### config.mk
export PLATFORM = sky130hd
export DESIGN_NAME = cpu_core
export DESIGN_NICKNAME = d
export VERILOG_FILES = /design/src/rtl/cpu_pkg.sv /design/src/rtl/cpu_alu.sv /design/src/rtl/cpu_core.sv
export SDC_FILE = /design/constraint.sdc
export NUM_CORES = 1
export LEC_CHECK = 0
export BUFFER_PORTS_ARGS = -buffer_cell sky130_fd_sc_hd__buf_2
export CORE_ASPECT_RATIO = 0.6
export CORE_UTILIZATION = 40
export CTS_CLUSTER_DIAMETER = 40
export DETAILED_ROUTE_END_ITERATION = 7
export PLACE_DENSITY = 0.7
export SLEW_MARGIN = 5
export SYNTH_ARGS = -nofsm -noshare
export SYNTH_HDL_FRONTEND = slang
export SYNTH_SLANG_ARGS = --single-unit
export TNS_END_PERCENT = 5
### constraint.sdc
create_clock -name clk -period 7.7 [get_ports clk]
set_input_delay 1.54 -clock clk [delete_from_list [all_inputs] [get_ports clk]]
set_output_delay 1.54 -clock clk [all_outputs]
set_load 0.02 [all_outputs]
### src/rtl/cpu_pkg.sv
// Shared definitions for the 8-bit single-cycle CPU: opcodes, ALU operation codes and flags.
// Optional shifter is controlled by the CPU_SHIFT_EN macro (see cpu_alu / cpu_core).
package cpu_pkg;

    localparam logic [3:0] OP_LOADI = 4'h0;
    localparam logic [3:0] OP_ADD   = 4'h1;
    localparam logic [3:0] OP_SUB   = 4'h2;
    localparam logic [3:0] OP_AND   = 4'h3;
    localparam logic [3:0] OP_OR    = 4'h4;
    localparam logic [3:0] OP_XOR   = 4'h5;
    localparam logic [3:0] OP_STORE = 4'h6;
    localparam logic [3:0] OP_LOAD  = 4'h7;
    localparam logic [3:0] OP_SHL   = 4'h8;
    localparam logic [3:0] OP_SHR   = 4'h9;
    localparam logic [3:0] OP_MOV   = 4'hA;
    localparam logic [3:0] OP_CMP   = 4'hB;
    localparam logic [3:0] OP_JUMP  = 4'hC;
    localparam logic [3:0] OP_JZ    = 4'hD;
    localparam logic [3:0] OP_JNZ   = 4'hE;
    localparam logic [3:0] OP_F     = 4'hF;

    localparam logic [15:0] HALT_WORD = 16'hF000;

    localparam int unsigned ALU_OP_W = 4;
    localparam logic [ALU_OP_W-1:0] ALU_PASS = 4'd0;
    localparam logic [ALU_OP_W-1:0] ALU_ADD  = 4'd1;
    localparam logic [ALU_OP_W-1:0] ALU_SUB  = 4'd2;
    localparam logic [ALU_OP_W-1:0] ALU_AND  = 4'd3;
    localparam logic [ALU_OP_W-1:0] ALU_OR   = 4'd4;
    localparam logic [ALU_OP_W-1:0] ALU_XOR  = 4'd5;
    localparam logic [ALU_OP_W-1:0] ALU_SHL  = 4'd6;
    localparam logic [ALU_OP_W-1:0] ALU_SHR  = 4'd7;
    localparam logic [ALU_OP_W-1:0] ALU_NOT  = 4'd8;

    localparam int unsigned FLAG_W = 3;
    typedef struct packed {
        logic z;
        logic n;
        logic c;
    } flags_t;

endpackage

### src/rtl/cpu_alu.sv
// Combinational 8-bit ALU; c is carry-out for ADD and borrow for SUB.
// Shift operations exist only when CPU_SHIFT_EN is defined.
module cpu_alu
    import cpu_pkg::*;
(
    input  logic [ALU_OP_W-1:0] alu_op,
    input  logic [7:0]          a,
    input  logic [7:0]          b,
    output logic [7:0]          result,
    output logic                z,
    output logic                n,
    output logic                c
);

    always_comb begin
        result = a;
        c      = 1'b0;
        case (alu_op)
            ALU_ADD: {c, result} = {1'b0, a} + {1'b0, b};
            ALU_SUB: {c, result} = {1'b0, a} - {1'b0, b};
            ALU_AND: result = a & b;
            ALU_OR:  result = a | b;
            ALU_XOR: result = a ^ b;
`ifdef CPU_SHIFT_EN
            ALU_SHL: result = a << b[2:0];
            ALU_SHR: result = a >> b[2:0];
`endif
            ALU_NOT: result = ~a;
            default: result = a;
        endcase
    end

    assign z = (result == 8'd0);
    assign n = result[7];

endmodule

### src/rtl/cpu_core.sv
// 8-bit single-cycle CPU: ROM fetch, decode, register file, data RAM and sticky halt.
// Define CPU_SHIFT_EN to enable SHL/SHR; otherwise opcodes 8/9 act as NOPs.
module cpu_core
    import cpu_pkg::*;
#(
    parameter int unsigned IMEM_DEPTH = 256,
    parameter int unsigned DMEM_DEPTH = 64
) (
    input  logic       clk,
    input  logic       rst,
    output logic       halt,
    output logic [7:0] pc_out,
    output logic [7:0] reg0_out,
    output logic [7:0] reg1_out,
    output logic [7:0] reg2_out,
    output logic [7:0] reg3_out,
    output logic [7:0] reg4_out,
    output logic [7:0] reg5_out,
    output logic [7:0] reg6_out,
    output logic [7:0] reg7_out
);

    logic [7:0]  pc;
    logic [7:0]  regs [8];
    logic [7:0]  dmem [DMEM_DEPTH];
    flags_t      flags;
    logic [15:0] instruction;

    logic [3:0]          op;
    logic [2:0]          fa, fb;
    logic [5:0]          imm6;
    logic [7:0]          ra, rb;
    logic                is_halt;
    logic [7:0]          pc_next;
    logic                wr_en, mem_we, flags_we;
    logic [2:0]          wr_addr;
    logic [7:0]          wr_data;
    logic [ALU_OP_W-1:0] alu_op;
    logic [7:0]          alu_result;
    logic                alu_z, alu_n, alu_c;

    // Program ROM; words beyond the program decode as HALT.
    always_comb begin
        instruction = HALT_WORD;
        if (int'(pc) < IMEM_DEPTH) begin
            case (pc)
                8'd0:    instruction = 16'h000F;
                8'd1:    instruction = 16'h0205;
                8'd2:    instruction = 16'h2040;
                8'd3:    instruction = 16'h043F;
                8'd4:    instruction = 16'h3280;
                8'd5:    instruction = 16'hA4C0;
                8'd6:    instruction = 16'h0832;
                8'd7:    instruction = 16'h6632;
                8'd8:    instruction = 16'h7A32;
                8'd9:    instruction = 16'hAB80;
                8'd10:   instruction = 16'h0E2A;
                default: instruction = HALT_WORD;
            endcase
        end
    end

    assign op      = instruction[15:12];
    assign fa      = instruction[11:9];
    assign fb      = instruction[8:6];
    assign imm6    = instruction[5:0];
    assign ra      = regs[fa];
    assign rb      = regs[fb];
    assign is_halt = (op == OP_F) && (instruction[11:0] == 12'd0);

    cpu_alu u_alu (
        .alu_op (alu_op),
        .a      (ra),
        .b      (rb),
        .result (alu_result),
        .z      (alu_z),
        .n      (alu_n),
        .c      (alu_c)
    );

    always_comb begin
        pc_next  = pc + 8'd1;
        wr_en    = 1'b0;
        wr_addr  = fb;
        wr_data  = alu_result;
        mem_we   = 1'b0;
        flags_we = 1'b0;
        alu_op   = ALU_PASS;
        case (op)
            OP_LOADI: begin wr_en = 1'b1; wr_addr = fa; wr_data = {2'b00, imm6}; end
            OP_ADD:   begin alu_op = ALU_ADD; wr_en = 1'b1; flags_we = 1'b1; end
            OP_SUB:   begin alu_op = ALU_SUB; wr_en = 1'b1; flags_we = 1'b1; end
            OP_AND:   begin alu_op = ALU_AND; wr_en = 1'b1; end
            OP_OR:    begin alu_op = ALU_OR;  wr_en = 1'b1; end
            OP_XOR:   begin alu_op = ALU_XOR; wr_en = 1'b1; end
            OP_STORE: mem_we = 1'b1;
            OP_LOAD:  begin wr_en = 1'b1; wr_addr = fa; wr_data = dmem[imm6]; end
`ifdef CPU_SHIFT_EN
            OP_SHL:   begin alu_op = ALU_SHL; wr_en = 1'b1; end
            OP_SHR:   begin alu_op = ALU_SHR; wr_en = 1'b1; end
`else
            OP_SHL, OP_SHR: ;
`endif
            OP_MOV:   begin alu_op = ALU_PASS; wr_en = 1'b1; end
            OP_CMP:   begin alu_op = ALU_SUB; flags_we = 1'b1; end
            OP_JUMP:  pc_next = {2'b00, imm6};
            OP_JZ:    if (ra == 8'd0) pc_next = {2'b00, imm6};
            OP_JNZ:   if (ra != 8'd0) pc_next = {2'b00, imm6};
            default: begin
                if (is_halt) begin
                    pc_next = pc;
                end else begin
                    alu_op = ALU_NOT;
                    wr_en  = 1'b1;
                end
            end
        endcase
    end

    always_ff @(posedge clk or posedge rst) begin
        if (rst) begin
            pc    <= 8'd0;
            halt  <= 1'b0;
            flags <= '0;
            for (int i = 0; i < 8; i++) regs[i] <= 8'd0;
            for (int i = 0; i < int'(DMEM_DEPTH); i++) dmem[i] <= 8'd0;
        end else if (!halt) begin
            pc <= pc_next;
            if (wr_en)    regs[wr_addr] <= wr_data;
            if (mem_we)   dmem[imm6]    <= ra;
            if (flags_we) flags         <= '{z: alu_z, n: alu_n, c: alu_c};
            if (is_halt)  halt          <= 1'b1;
        end
    end

    assign pc_out   = pc;
    assign reg0_out = regs[0];
    assign reg1_out = regs[1];
    assign reg2_out = regs[2];
    assign reg3_out = regs[3];
    assign reg4_out = regs[4];
    assign reg5_out = regs[5];
    assign reg6_out = regs[6];
    assign reg7_out = regs[7];

endmodule

Word level (Yosys, flattened, before mapping)
Memory sizes are Yosys's and may differ from the RTL's. Index checks and enable logic that the tools add are counted.

Add/sub/neg operators: 3. Shift-type cells: 0. Mux-type cells: 30. Divide/modulo/power cells: 0. Equality and inequality tests: 22. $lt $le $gt $ge: 6. Multipliers: 0. Reduce and logical (&&, ||, !) cells: 17. Bitwise operators: 9.

Operators by type and width (number): $bwmux 512 (1); $mux 8 (11); $bwmux 64 (1); $bmux 8 s3 (2); $bmux 8 s6 (1); $demux 8 s6 (1); $pmux 8 s6 (1); $eq 4x4->1 const B (9); $pmux 8 s4 (1); $demux 8 s3 (1); $eq 4x3->1 const B (6); $pmux 4 s6 (1); $eq 4x2->1 const B (4); $mux 16 (1); $pmux 8 s2 (1); $ge 4x4->1 const B (3); $logic_not 12->1 (1); $not 3->4 (3); $reduce_or 12->1 (1); $reduce_or 9->1 (1); $add 8x1->8 const B (1); $add 8x8->8 (1); $and 8x8->8 (1); $eq 4x1->1 const B (2); 22 further kinds (31).

Memories kept: 1. ROM bits: 256. Flip-flop bits (word level): 585. Bits in latches: 0. Input bits: 2. Memory bits (writable): 0.

Memory list: (name not given) (depth 16, width 16, rd ports 1, clocked after memory_dff 0, write ports 0, RTL line cpu_core.sv:46) `case (pc)`.

Depth between registers and ports, before layout
Gate-level depths: netlist of run 1.

Word-level depth: 11. Mapped depth: 23.

Modules after synthesis
Synthesis of run 1 repeated with hierarchy kept, for this count alone.

Cells, all modules: 1192. Area, all modules: 11648.7 um^2.

Modules (own cells, without submodules): cpu_core (area each 9957.0 um^2, times used 1, cells an instance 958); cpu_alu (area each 1691.6 um^2, times used 1, cells an instance 234).

Worst setup path after synthesis of run 1
OpenSTA, ideal clock, no wires.

Path type: register -> register. From: register pc[0] (netlist: pc_out[0]). To: register regs (netlist bit reg0_out[6]). Slack: 2.974 ns. Cell stages (with the launch flop): 24. Arrival: 4.601 ns. Path buffers: 4. Cells stage by stage: dfrtp_1 > buf_2 > inv_1 > ha_1 > or2_1 > buf_2 > buf_2 > o221ai_1 > a211o_1 > nand4_1 > nand2_1 > clkbuf_1 > ha_1 > inv_1 > fa_1 > a21o_1 > a21oi_1 > o21bai_1 > a21oi_1 > xnor2_1 > a221oi_1 > a21o_1 > nand2_1 > mux2_2.

Longest elaborated chain between the ends: 11.

RTL lines: start: declaration (RTL line cpu_core.sv:23) `logic [7:0] pc;`; start signal: assignment (RTL line cpu_core.sv:128) `pc <= pc_next;`; $mem_v2 16x16 (*); $mux 16 (*) (RTL line cpu_core.sv:46); parallel branches: the longest is 9 deep, another holds $sub 8x8->8; end signal: indexed assignment (RTL line cpu_core.sv:129) `if (wr_en) regs[wr_addr] <= wr_data;`; end: declaration (RTL line cpu_core.sv:24) `logic [7:0] regs [8];`.

Every way passes the cells marked *. The select of a mux whose other input is x is not followed. A chain may end at the register's enable or synchronous reset.

Worst setup path in the final report of run 1
From: register pc[0] (netlist: pc_out[0]). To: register regs (netlist bit reg0_out[6]).

RTL lines: $mem_v2 16x16 (*); $mux 16 (*) (RTL line cpu_core.sv:46); $not 3->4 (not written as such) (*) (RTL line cpu_core.sv:67) `assign ra = regs[fa];`; $bmux 8 s3 (*) (RTL line cpu_core.sv:67); $mux 8 (not written as such) (*) (2 in series) (RTL line cpu_core.sv:67); named net ra[2] (RTL line cpu_core.sv:32) `logic [7:0] ra, rb;`; $sub 8x8->8 or $add 8x8->8 (tied branches) (RTL line cpu_alu.sv:20, cpu_alu.sv:19); $pmux 8 s6 (*) (RTL line cpu_alu.sv:18) `case (alu_op)`; $pmux 8 s2 (*) (RTL line cpu_core.sv:89) `case (op)`; $bwmux 64 (*) (RTL line cpu_core.sv:129).

The timed path passes the listed nets; every way through them passes the cells marked *. The select of a mux whose other input is x is not followed.

==> results by stage, run 1 <==
Power and ir drop:
- The power after layout is 2680 uW.
- In this run the static leakage power is about 0.0065 uW.
- IR analysis of the VDD net gives a maximum drop of ~0.00018 V.
- The power density over the cells is 184 nW/um^2.

Worst hold path:
- The launch instance of the worst min-delay path is dmem[297].
- The type of the most critical hold path is reg2reg.

STA:
- After routing, the total negative slack on setup checks comes to 0 ns.
- The number of endpoints with negative hold slack in the final report came to 0.
- Setup violations remaining at the end of the flow were counted as 0.
- The max-slew violation total from the final report is 0.
- The worst slew slack as a fraction of its limit is 0.267.
- Clock skew on the completed layout was measured at about 0.017 ns.
- Setup repair after global routing left no endpoint under its margin.
- Timing would allow up to between 0.15 and 0.2 GHz.
- The shortest clock period the worst path allows after layout is ~6 ns.
- In the finished design, the share of the clock period the worst path needs comes to 0.761.
- The slew at the pin with the worst max-slew slack is 1.10 ns.

Final layout:
- The share of final-layout standard cells stronger than drive strength 1 is 0.188.
- The post-synthesis to final-layout area growth is 8.22%.
- Fill cells in the final layout number roughly 3,100.
- The antenna diode count is 0.
- The final layout contains ~1,300 nets.

Worst setup path:
- The type of the worst setup path is reg2reg.
- At the worst endpoint, the arrival time is about 6.3 ns.
- The worst setup path is captured at a flop.
- In this run the worst setup path begins at pc_out[0].
- STA classifies the critical path startpoint as a flop.
- The critical path required time is 8.14 ns.
- The largest fanout of any net on the critical path is 17.
- The worst register-to-register path begins at pc_out[0].

Logic synthesis:
- The count of cell types in the netlist is between 80 and 90.
- Counting flops with a built-in enable in the synthesized netlist gives 0.
- Sorting the synthesized cells by area gives the leading types as dfrtp_1 (46%), mux2_2 (5.7%), nand2_1 (5.1%).
- Counting flops with an async set or reset pin after synthesis yields a share of 1.00.
- Synthesis handed over a netlist of around 1,400 instances.
- The number of nets in the synthesized netlist is roughly 1,400.
- For this run, the register share of the synthesized area comes to 0.463.
- The most common flop cell mapped by yosys is dfrtp_1.
- The mean post-synth cell area is ~9.6 sq um.
- The synthesized design spends more area on one cell type than any other, namely dfrtp_1.
- After synthesis the cells add up to ~13,000 sq um.
- The synthesized design contains roughly 250 register bits.
- Of the post-synthesis cell area, the dominant cell type holds 0.463.
- The Yosys warning count is 0.

Floorplan:
- After floorplanning, the core was divided into slightly above 50 placement rows.
- The die is about 240 um wide.
- The effective utilization at floorplan is 0.410.
- The die is 144 um tall.
- The region available for standard cell placement spans 32,800 sq um.
- The floorplan step defined a die boundary enclosing roughly 34,000 sq um.
- The number of top-level pins is 75.

Routing:
- The final routed DRC violation total is 0.
- After detailed routing, the average wire length per cell comes to ~23 um.
- The first-iteration detailed-routing DRC count is 1,466.
- The final layout contains routed wiring with a total length of approximately 41 mm.
- The first-pass detailed-route iteration total is 6.
- The via density per instance is roughly 5.9.
- The via count is approximately 11,000.
- Once detail routing completed, the nets flagged for antenna violations numbered 0.

Clock tree:
- In this run, post-CTS hold repair placed 0 buffers.
- The number of setup buffers added after CTS is 0.
- The tree is rooted in a clkbuf_16.
- The CTS clock-pin slew for the worst setup and hold paths is 0.07 ns.
- The tree built by TritonCTS fans out to 249 sinks.
- Counting the buffers created by CTS gives 27.
- The count of cells resized by post-cts repair is 0.
- The CTS tree is built.
- The CTS H-tree depth is 1.
- No sink is reached through more buffers than the 3 on the longest clock path.
- For the worst-skew pair, the clock arrives at the later sink with an insertion delay of ~0.56 ns.

Outcome:
- The flow ran to the end, and the final reports show no timing, DRC or antenna violations.

Global route:
- The met2 routing resource usage after global routing is 0.278.
- Entering global routing, the biggest net connects roughly 190 pins.
- The total overflow left after global routing is 0.
- The most heavily used metal layer in global routing is met1.
- In the global route stage, met3 resource usage came out at 0.103.
- The initial antenna violation count is 0.
- The via count of the first global-routing pass was 9,777.
- The combined global-route utilization of all metal layers is 0.240.
- The global-route met1 utilization is 0.387.
- The first global-routing pass estimated roughly 63 mm of wire.

Placed design:
- The weighted congestion reported at the end of routability-driven placement is between 0.9 and 1.
- During placement, the flow inserted port buffers numbering between 70 and 80.
- The wire-length estimate of the detail-placed layout is between 20 and 30 mm.

Job:
- The max-cap violation count is 0.
## cell usage in the layout (no fill, tap or decap), types with 34 or more instances in the layout
cell type,count
o21ai_0,53
nor2_1,54
inv_1,34
dfrtp_1,248
mux2i_1,45
nand2_1,181
a21oi_1,64
buf_2,74
nand3_1,50
mux2_2,68
## layer usage
metal	routed length, um	vias to the layer above
li1	-	4760
met1	20200	5197
met2	14600	549
met3	5640	80
met4	814	0
met5	0	-
## power breakdown
group | internal (uW) | switching [uW] | total, uW
Clock | 765 | 577 | 1340
Combinational | 1.65 | 24.5 | 26.2
Sequential | 1310 | 0 | 1310
Total | 2080 | 602 | 2680
## through the flow
stage / cells / hold slack (ns) / setup WS (ns) / cell area, sq um / util
after CTS: 1784 / 0.373 / 2.08 / 14600 / 0.444
after floorplan: 1406 / 0.421 / 2.89 / 13500 / -
after global placement: 1736 / 0.357 / 2.36 / 13600 / 0.416
after detailed placement: 1736 / 0.358 / 2.09 / 13600 / 0.416
final: 1784 / 0.370 / 1.84 / 14600 / 0.444
after global routing: 1784 / 0.379 / 1.51 / 14600 / 0.444
## state kept, by name (all words and copies together), names as in the netlist
name	count
dmem	176
halt	1
pc_out	8
reg0_out	8
reg1_out	8
reg2_out	8
reg3_out	8
reg4_out	8
reg5_out	8
reg6_out	8
reg7_out	8
## synthesized netlist by cell type (31+ instances only)
cell,number
a21oi_1,64
buf_2,36
clkbuf_1,155
dfrtp_1,249
ha_1,31
inv_1,35
mux2_2,68
mux2i_1,45
nand2_1,183
nand3_1,50
nor2_1,54
o21ai_0,53
o21ai_1,33
## cell type report
| type | instances | area (sq um) | area share |
|---|---|---|---|
| flip-flops and latches | 249 | 6230 | 0.428 |
| multi-input cells | 908 | 6190 | 0.425 |
| clock buffers | 35 | 746 | 0.0512 |
| well taps | 450 | 563 | 0.0387 |
| repair buffers | 93 | 526 | 0.0361 |
| clock inverters | 13 | 175 | 0.0120 |
| inverters | 36 | 139 | 0.00953 |
## worst max-delay path, cell delays in order (launching register included)
cell,delay [ns]
dfrtp_1,0.71
inv_1,0.24
ha_1,0.67
or2_1,0.57
o22ai_1,0.18
a2111oi_0,0.81
a221o_1,0.23
mux2_2,0.35
ha_1,0.33
a21o_1,0.19
a21oi_1,0.23
o21bai_1,0.10
a21oi_1,0.17
xnor2_1,0.09
a221oi_1,0.28
a21o_1,0.22
nand2_1,0.08
mux2_2,0.28
## path summary, 6_finish.rpt
path	to	slack, ns	depth (start not counted)
hold / removal	dmem[297]	0.37	0
hold reg to reg	dmem[297]	0.37	0
max in group asynchronous	pc_out[2]	5.10	4
setup / recovery	reg0_out[6]	1.84	17
setup reg to reg	reg0_out[6]	1.84	17
min in group asynchronous	dmem[313]	1.23	3
## cell families (layout without fill, tap and decap cells)
kind of cell | Yosys count | count (layout) | synth area share
AND/OR/NAND/NOR | 402 | 402 | 0.142
AO/OA/AOI/OAI | 337 | 337 | 0.173
flip-flops | 249 | 249 | 0.463
buffers and inverters | 249 | 177 | 0.0800
multiplexers | 123 | 123 | 0.102
adder cells (fa/ha/maj) | 32 | 32 | 0.0303
XOR/XNOR | 14 | 14 | 0.00911
No activity file was read; power rests on OpenSTA's default activity.
==> inputs of run 2 (changes only) <==
Settings changed: ABC_AREA set to 1, PLACE_DENSITY 0.7 to 0.68.
Clock period 7.7 ns to 5.9 ns, I/O delays scaled along.
==> results by stage, run 2 <==
Outcome:
- The run finished with clean final reports.

Power and ir drop:
- For this design the total switching power over the nets is around 1000 uW.
- Power spread over the standard cell area amounts to approximately 270 nW/um^2.
- The internal portion of the total power is ~3500 uW.
- IR analysis of the VDD net gives a maximum drop of around 0.00015 V.
- The share of total power dissipated in sequential elements is 0.487.
- Summed over all cells, the static leakage comes to about 0.0085 uW.
- Of the total power, the share spent switching nets is 0.223.
- Of the total power, the clock network draws 0.503.
- The combinational share of power is 0.010.

Logic synthesis:
- The netlist area before placement is roughly 15,000 sq um.
- In the synthesized netlist the async set-or-reset flop fraction comes to 1.00.
- By instance count, the leading cell after synthesis is nand2_1.
- The commonest cells after synthesis are nand2_1 (547), dfrtp_1 (318), clkbuf_1 (206), o21ai_0 (151), nand3_1 (129).
- The Yosys warning count is 0.
- The number of register bits inferred by synthesis is 318.
- The most common flop cell mapped by yosys is dfrtp_1.
- dfrtp_1 takes more of the synthesized area than any other cell.
- The sequential cell area fraction in the yosys report is 0.522.
- Synthesis instantiated between 40 and 50 different standard cells from the library.
- Sorting the synthesized cells by area gives the leading types as dfrtp_1 (52%), nand2_1 (13%), clkbuf_1 (5.1%).
- The number of nets in the synthesized netlist is 1,899.
- The top cell type's share of synthesized area is 0.522.
- Yosys mapped a number of flops with a built-in enable equal to 0.
- The mean post-synth cell area is slightly above 8 sq um.
- Synthesis produced ~1,900 cells.

Final layout:
- The most common cell after layout, fill and taps aside is nand2_1.
- The share of final-layout standard cells stronger than drive strength 1 is 0.134.
- dmem holds more flip-flops than any other register.
- In the layout the commonest cells are nand2_1 (543), dfrtp_1 (318), o21ai_0 (151), nand3_1 (129), o22ai_1 (98).
- The sequential cells in the finished layout cover a total of ~8000 sq um.
- The post-synthesis to final-layout area growth is 9.78%.
- The final core area utilization is 0.453.
- The repair_antennas step left the layout with diodes totalling 0.
- The final layout net count is 1,802.
- The area of combinational cells with multiple inputs is 5920 sq um.
- The number of flip-flops under the largest register name is 245.
- Fill cells in the final layout number about 3,600.

Placed design:
- The number of input and output port buffers inserted is 74.
- The weighted congestion reported at the end of routability-driven placement is around 1.0.
- The post-detailed-placement half-perimeter wirelength is between 30 and 40 mm.

Floorplan:
- In this run the count of I/O pins placed on the die edge is 75.
- The die covers between 30,000 and 40,000 sq um.
- The die is between 150 and 200 um tall.
- The number of rows in the core area is 54.
- The area of the core is ~37,000 sq um.
- The die is about 250 um wide.
- For this configuration, the core starts out at a cell density of 0.413.

Worst setup path:
- The worst register-to-register path begins at pc_out[0].
- The launch point of the critical path is pc_out[0].
- The largest fanout of any net on the critical path is 16.
- The cell type of the slowest stage on the worst timing path is nor2_2.
- The worst reg-to-reg path cell count is 30.
- The worst setup path is captured at a flop.
- The launching element type of the critical path is a flop.
- The cell type with the highest occurrence count on the critical path is nand2_1.
- The type of the worst setup path is reg2reg.
- The slack of the worst reg-to-reg path is slightly below 0.7 ns.
- The largest stage delay on the critical path is 0.70 ns.
- At the worst endpoint, the required time is roughly 6.3 ns.
- STA puts the critical path data arrival time at between 5 and 6 ns.
- The capture point of the worst reg-to-reg path is reg5_out[7].

Routing:
- The via count is roughly 13,000.
- The first-pass detailed-route iteration total is 5.
- Once detail routing completed, the nets flagged for antenna violations numbered 0.
- The mean routed wirelength per cell is between 15 and 20 um.
- After detailed routing, the number of remaining DRC violations is 0.
- The via density per instance is 5.47.
- The first-iteration detailed-routing DRC count is about 1,700.
- After detailed routing, the total wire length is 45.1 mm.

Clock tree:
- The CTS H-tree depth is 2.
- TritonCTS created 36 clock buffers.
- After clock tree synthesis, the setup repair step added 0 buffers.
- Buffers inserted to repair hold after CTS numbered 0.
- The clock net sink count is between 300 and 400.
- The maximum root-to-sink buffer count is 3.
- TritonCTS built the clock tree.
- The CTS clock-pin slew for the worst setup and hold paths is approximately 0.060 ns.
- In this run the clock root is driven by a clkbuf_16.
- Once the clock tree was built, the resizer swapped 0 gates to a different size.
- Clock latency on the worst-skew pair, taken at its later pin, is 0.55 ns.

STA:
- The shortest clock period the worst path allows after layout is ~5.2 ns.
- Setup violations remaining at the end of the flow were counted as 0.
- Measured against its own limit, the worst slew margin works out to 0.209.
- The summed negative setup slack over all endpoints is 0 ns.
- The max-slew violation total from the final report came to 0.
- For the pin with the worst max-slew slack, the measured transition is around 1.2 ns.
- The number of endpoints with negative hold slack in the final report is 0.
- The fmax is approximately 0.19 GHz.
- Setup repair after global routing left no endpoint under its margin.
- The clock skew is 0.0222 ns.
- In the finished design, the share of the clock period the worst path needs comes to 0.885.

Worst hold path:
- The type of the most critical hold path is reg2reg.
- The worst hold path terminates at dmem[340].
- The cell count of the worst hold path is 0.
- The launch instance of the worst min-delay path is dmem[340].

Global route:
- After global routing the overflow that remains totals 0.
- For this run, the total global-route usage over all layers was measured as 0.238.
- The via count of the first global-routing pass is around 12,000.
- The global-route wire length before repair is between 70 and 80 mm.
- The initial antenna violation count is 1.
- The pin count of the biggest net entering global routing is 180.

Job:
- The max-cap violation count is 0.
==> run 2: cell count changes after synthesis, sizes merged, moves of 26 or more <==
cell	change
mux2	-73
mux2i	-46
a21oi	-44
nand3	+81
a211oi	-32
o22ai	+85
buf	-26
inv	+67
clkbuf	+51
dfrtp	+69
nand2	+374
nor2	+44
o21ai	+76
==> run 2: per-stage QoR <==
stage | power [uW] | instances | area (sq um) | hold slack (ns) | worst slack (ns)
2_1_floorplan | 2250 | 1865 | 15200 | 0.422 | 0.481
3_3_place_gp | 2270 | 2234 | 15500 | 0.358 | 0.873
3_5_place_dp | 2270 | 2234 | 15500 | 0.360 | 0.894
4_1_cts | 4520 | 2298 | 16700 | 0.374 | 0.885
5_1_grt | 4620 | 2298 | 16700 | 0.382 | 0.320
6_report | 4480 | 2298 | 16700 | 0.369 | 0.680
==> run 2: logic make-up (layout without fill, tap and decap cells) <==
group | Yosys count | count (layout) | share of synthesized area
adder cells (fa/ha/maj) | 32 | 32 | 0.0268
XOR/XNOR | 9 | 9 | 0.00517
flip-flops | 318 | 318 | 0.522
AO/OA/AOI/OAI | 317 | 317 | 0.119
AND/OR/NAND/NOR | 841 | 841 | 0.237
buffers and inverters | 348 | 277 | 0.0899
==> run 2: power groups by stage <==
stage                     Sequential (uW)  Combinational, uW  Clock (uW)
after floorplan                      2220               31.8           0
after global routing                 2180               53.7        2390
final                                2180               44.6        2260
after global placement               2220               46.7           0
after detailed placement             2220               47.8           0
after CTS                            2180               48.1        2290
==> run 2: cell type report <==
class | count | share of cell area
flip-flops and latches | 318 | 0.476
multi-input cells | 1199 | 0.354
clock buffers | 49 | 0.0598
well taps | 504 | 0.0377
repair buffers | 103 | 0.0367
inverters | 110 | 0.0254
clock inverters | 15 | 0.0108
==> run 2: worst max-delay path by stage <==
stage               slack [ns]          end  cells past startpoint
floorplan                 0.48      dmem[0]                      1
global placement          0.87  reg5_out[7]                     30
detailed placement        0.89  reg5_out[7]                     30
CTS                       0.88  reg1_out[7]                     30
global route              0.32  reg5_out[7]                     30
finish                    0.68  reg5_out[7]                     30
==> run 2: layer usage <==
| layer | track usage | up-vias | routed length, um |
|---|---|---|---|
| li1 | - | 5792 | - |
| met2 | 0.280 | 665 | 16200 |
| met5 | 0 | - | 9 |
| met4 | 0.0493 | 2 | 743 |
| met1 | 0.396 | 6036 | 22500 |
| met3 | 0.0836 | 78 | 5660 |
==> run 2: worst max-delay path, delay by kind of cell, from the launching register on <==
kind / cells / cell delay [ns]
simple gates: 18 / 2.25
compound gates: 4 / 0.98
xor+xnor: 1 / 0.18
buf+inv: 4 / 0.44
fa+ha+maj: 3 / 0.81
flops: 1 / 0.46
